==> config.mk <==
export PLATFORM = sky130hd
export DESIGN_NAME = xadc_axil_seq_master
export DESIGN_NICKNAME = d
export VERILOG_FILES = /design/src/rtl/xadc_axil_seq_master.sv
export SDC_FILE = /design/constraint.sdc
export NUM_CORES = 1
export LEC_CHECK = 0
export CAP_MARGIN = 20
export CORE_MARGIN = 2
export CORE_UTILIZATION = 35
export DETAILED_ROUTE_END_ITERATION = 8
export GPL_ROUTABILITY_DRIVEN = 0
export GPL_TIMING_DRIVEN = 0
export PLACE_DENSITY = 0.8
export SLEW_MARGIN = 20
export SYNTH_ARGS = -nofsm -noshare
export SYNTH_HDL_FRONTEND = slang
export SYNTH_SLANG_ARGS = --single-unit
export TNS_END_PERCENT = 20
==> constraint.sdc <==
create_clock -name clk -period 2.3 [get_ports clk]
set_input_delay 0.23 -clock clk [delete_from_list [all_inputs] [get_ports clk]]
set_output_delay 0.23 -clock clk [all_outputs]
set_load 0.02 [all_outputs]
==> src/rtl/xadc_axil_seq_master.sv <==
// AXI4-Lite read master sweeping masked XADC channel registers into a tagged sample stream.
// Latency: trigger-to-first-sample 3 cycles best case; 3 cycles per channel.
// Backpressure: sample held in OUT until smp_ready_i; AXI waits on arready/rvalid without timeout.
module xadc_axil_seq_master #(
  parameter int NUM_CH    = 4,
  parameter int CH_BASE   = 'h240,
  parameter int CH_STRIDE = 4,
  parameter int ADDR_W    = 12,
  parameter int SAMPLE_W  = 12,
  parameter int TRIG_MODE = 0,
  localparam int CH_W     = (NUM_CH > 1) ? $clog2(NUM_CH) : 1
) (
  input  logic                clk,
  input  logic                rst,
  input  logic                en_i,
  input  logic                eoc_i,
  input  logic [NUM_CH-1:0]   ch_mask_i,
  input  logic                clr_i,
  output logic [ADDR_W-1:0]   m_axi_araddr,
  output logic [2:0]          m_axi_arprot,
  output logic                m_axi_arvalid,
  input  logic                m_axi_arready,
  input  logic [31:0]         m_axi_rdata,
  input  logic [1:0]          m_axi_rresp,
  input  logic                m_axi_rvalid,
  output logic                m_axi_rready,
  output logic [SAMPLE_W-1:0] smp_o,
  output logic [CH_W-1:0]     smp_ch_o,
  output logic                smp_valid_o,
  input  logic                smp_ready_i,
  output logic [1:0]          state_o,
  output logic                err_o,
  output logic                overrun_o
);

  typedef enum logic [1:0] {S_IDLE = 2'b00, S_ADDR = 2'b01, S_DATA = 2'b10, S_OUT = 2'b11} state_t;

  state_t              state, state_nxt;
  logic [NUM_CH-1:0]   mask_q;
  logic [CH_W-1:0]     ch_q;
  logic [SAMPLE_W-1:0] smp_q;
  logic [CH_W-1:0]     smp_ch_q;
  logic                err_q, overrun_q;

  // Returns {found, index} of the lowest set mask bit strictly above 'after'.
  function automatic logic [CH_W:0] find_next(input logic [NUM_CH-1:0] m, input int after);
    logic [CH_W:0] r;
    r = '0;
    for (int i = NUM_CH - 1; i >= 0; i--) begin
      if (m[i] && (i > after)) r = {1'b1, CH_W'(i)};
    end
    return r;
  endfunction

  logic [CH_W:0] first_sel, next_sel;
  logic          trig, rd_ok, rd_bad, advance;

  assign first_sel = find_next(ch_mask_i, -1);
  assign next_sel  = find_next(mask_q, int'(ch_q));
  assign trig      = (state == S_IDLE) && en_i && ((TRIG_MODE != 0) || eoc_i);
  assign rd_ok     = (state == S_DATA) && m_axi_rvalid && (m_axi_rresp == 2'b00);
  assign rd_bad    = (state == S_DATA) && m_axi_rvalid && (m_axi_rresp != 2'b00);
  // An errored read skips OUT and moves on exactly like an accepted sample.
  assign advance   = ((state == S_OUT) && smp_ready_i) || rd_bad;

  // State register
  always_ff @(posedge clk or posedge rst) begin
    if (rst) state <= S_IDLE;
    else     state <= state_nxt;
  end

  // Next-state logic
  always_comb begin
    state_nxt = state;
    case (state)
      S_IDLE: if (trig && first_sel[CH_W]) state_nxt = S_ADDR;
      S_ADDR: if (m_axi_arready) state_nxt = S_DATA;
      S_DATA: begin
        if (rd_ok)       state_nxt = S_OUT;
        else if (rd_bad) state_nxt = next_sel[CH_W] ? S_ADDR : S_IDLE;
      end
      S_OUT:  if (smp_ready_i) state_nxt = next_sel[CH_W] ? S_ADDR : S_IDLE;
      default: state_nxt = S_IDLE;
    endcase
  end

  // Outputs decoded from the registered state so reset drops them immediately
  always_comb begin
    m_axi_arvalid = 1'b0;
    m_axi_araddr  = '0;
    m_axi_rready  = 1'b0;
    smp_valid_o   = 1'b0;
    case (state)
      S_ADDR: begin
        m_axi_arvalid = 1'b1;
        m_axi_araddr  = ADDR_W'(CH_BASE) + ADDR_W'(ch_q) * ADDR_W'(CH_STRIDE);
      end
      S_DATA:  m_axi_rready = 1'b1;
      S_OUT:   smp_valid_o  = 1'b1;
      default: ;
    endcase
  end

  // Sweep bookkeeping: latched mask, current channel, captured sample
  always_ff @(posedge clk or posedge rst) begin
    if (rst) begin
      mask_q   <= '0;
      ch_q     <= '0;
      smp_q    <= '0;
      smp_ch_q <= '0;
    end else begin
      if (trig) mask_q <= ch_mask_i;
      if (trig && first_sel[CH_W]) ch_q <= first_sel[CH_W-1:0];
      if (rd_ok) begin
        smp_q    <= m_axi_rdata[15 -: SAMPLE_W];
        smp_ch_q <= ch_q;
      end
      if (advance && next_sel[CH_W]) ch_q <= next_sel[CH_W-1:0];
    end
  end

  // Sticky flags; a set event beats a simultaneous clear
  always_ff @(posedge clk or posedge rst) begin
    if (rst) begin
      err_q     <= 1'b0;
      overrun_q <= 1'b0;
    end else begin
      if (rd_bad)     err_q <= 1'b1;
      else if (clr_i) err_q <= 1'b0;
      if ((TRIG_MODE == 0) && eoc_i && (state != S_IDLE)) overrun_q <= 1'b1;
      else if (clr_i)                                    overrun_q <= 1'b0;
    end
  end

  // Only the sample field of the result register is consumed.
  logic unused_rdata;
  if (SAMPLE_W < 16) begin : g_lo
    assign unused_rdata = ^{m_axi_rdata[31:16], m_axi_rdata[15-SAMPLE_W:0]};
  end else begin : g_nolo
    assign unused_rdata = ^m_axi_rdata[31:16];
  end

  assign m_axi_arprot = 3'b000;
  assign smp_o        = smp_q;
  assign smp_ch_o     = smp_ch_q;
  assign state_o      = state;
  assign err_o        = err_q;
  assign overrun_o    = overrun_q;

endmodule

==> metrics.txt <==
outcome completed; critical path class reg2out; combinational share of power 56.5%; routed wire length roughly 2.8 mm; Max-Cap Viols 0; first-pass GRT wire length approximately 4.7 mm; Reg power frac about a third; Final WS setup between 0.1 and 0.15 ns; # nets final 216; Avg Cell Area, Syn around 11 um2; family with the most delay on the worst path buffers and inverters; Synth top cells by count dfrtp_1, buf_4, o21ai_0; worst setup path start state_o[1]$_DFFE_PP0P_; CP max stage delay 0.61 ns; Clock Skews roughly 0.011 ns; final hold violation count 0; mapped cell area around 1200 um2; Yosys reg bits 23; P&R area growth vs syn 52.4%; CTS H-tree lvls 1; Max FO, Critical Path 14; Setup WS pre-CTS between 0.1 and 0.15 ns; Seq/Total Area, Yosys 48.2%; Final setup viols 0; CTS Hold Buffers Added 0; leading area contributor after synthesis dfrtp_1; CTS tree built; pin count of the biggest net entering global routing 24; CTS buffer count 3; number of synthesized flops with an enable pin 0; Final HPWL DP ~2.2 mm; Worst Setup Start Kind register; die area approximately 3900 um2; fillers 297; HP Class in2async; Site Rows 21; max_slew headroom 42.5%; register area 576 um2; Clock Path Buffers 2; area of all placed cells without fillers approximately 1800 um2; Worst Reg2Reg Path Length in Cells 5; vias in the first global route 964; crit-path cells nor2b_4, and2_1, clkdlybuf4s50_1; number of remaining DRC errors 0; Buf/Inv on CP 1; total global-route track usage 15.3%; P per Cell Area approximately 1200 nW/um2; fraction of layout cells with a size suffix above 1 20.7%; setup TNS 0 ns; WL/cell 13.2 um; Clock power frac 8.3%; I/O pin count 82; Core Util, Final a little over half; Critical-path top delay cell clkdlybuf4s50_1; RSZ-0062 raised after global routing no; Fin Hold WS 0.390 ns; CP Capture Type output port; net load switching power 857 uW; Vias/cell 4.50; synthesis warning total 0; setup bufs post-CTS 0; max-slew violation count 0; R2R Setup Slk 0.36 ns; Async S/R FF share, synth 100%; CTS root buf clkbuf_4; core area 3310 um2; Die Span Y between 60 and 70 um; Clk Latency, worst-skew pair 0.30 ns; Initial Utilization 36.1%; Synth Instances 106; Clock Sinks 23; top-area cell type share of the netlist area 48.2%; VDD IR max 296 uV; Sw Share 39.2%; r2r endpoint smp_o[6]$_DFFE_PP0N_; Most used DFF post-synth dfrtp_1; initial DRC count 32; initial antenna violation count 0; final critical-path share of the clock period 93.8%; n_diodes 0; Multi-input gate area approximately 510 um2; grt total ovfl 0; P_int 1330 uW; most frequent cell after synthesis dfrtp_1; Lkg Pwr approximately 0.00085 uW; post-synthesis cell type count 29; via count 967; clock transition at the registers of the reported paths 0.13 ns; fin crit period approximately 2.2 ns; chip width ~62 um; r2r startpoint state_o[1]$_DFFE_PP0P_; synth top area cells dfrtp_1, mux2_4, buf_4; TritonRoute pass-1 iters 4; number of nets with antenna violations after routing 0; Buffers on Ports 50; Worst Path Required slightly above 2 ns; FMAX between 400 and 500 MHz; area post-placement 1790 um2; Worst Tran Pin Value 0.862 ns; crit path DAT 1.93 ns
## cells in the final DEF, fill, tap and decap left out, types with 6 or more instances in the layout
cell,synthesis,layout
inv_1,8,8
o21ai_0,10,10
mux2_2,6,6
mux2_4,7,7
nand2_1,6,6
buf_4,13,13
conb_1,1,11
dfrtp_1,23,23
clkdlybuf4s50_1,0,50
## repair_timing
| action | in CTS | in global routing |
|---|---|---|
| endpoints found under the hold margin | 0 | 0 |
| resized for setup | 2 | 0 |
| endpoints found under the setup margin | 5 | 0 |
## stage by stage
step / total power (uW) / cells
after floorplan: 1440 / 116
after global placement: 1950 / 212
after detailed placement: 2010 / 212
after CTS: 2200 / 215
after global routing: 2320 / 215
final: 2180 / 215
## worst max path at each step
stage,to,cells past startpoint
5_1_grt,m_axi_araddr[2],3
2_1_floorplan,smp_ch_o[1]$_DFFE_PP0N_,5
3_5_place_dp,m_axi_araddr[2],4
6_report,m_axi_araddr[2],3
3_3_place_gp,m_axi_araddr[2],4
4_1_cts,m_axi_araddr[2],3
## layout make-up
cell class | count | area share [%]
buffer | 15 | 6.60
clock buffer | 4 | 1.44
inverter | 8 | 1.65
multi-input combinational | 69 | 28.0
sequential | 23 | 31.6
tap | 46 | 3.16
timing repair buffer | 50 | 27.5
## sequential cells by signal (all words and copies together) (netlist names)
register / count
smp_o: 12
mask_q: 3
ch_q: 2
smp_ch_o: 2
state_o: 2
err_o: 1
overrun_o: 1
## per-layer routing
metal / routed length, um / GRT usage, % / vias to the layer above
li1: - / - / 471
met2: 1430 / 25.9 / 48
met5: 0 / 0 / -
met4: 20 / 5.00 / 0
met3: 230 / 4.68 / 2
met1: 1160 / 18.6 / 446
## cell families after synthesis
family	Yosys count	share of synthesized area [%]
multiplexers	16	17.2
AND/OR/NAND/NOR	19	9.64
other	1	0.314
flip-flops	23	48.2
AO/OA/AOI/OAI	23	11.7
buffers and inverters	24	12.9
## power groups by stage
stage	combinational [uW]	clock, uW	sequential [uW]
floorplan	528	0	913
global placement	1220	0	731
finish	1230	181	769
global route	1310	208	801
detailed placement	1250	0	754
CTS	1240	191	769
Note: power is estimated with default switching activity, not from simulation.
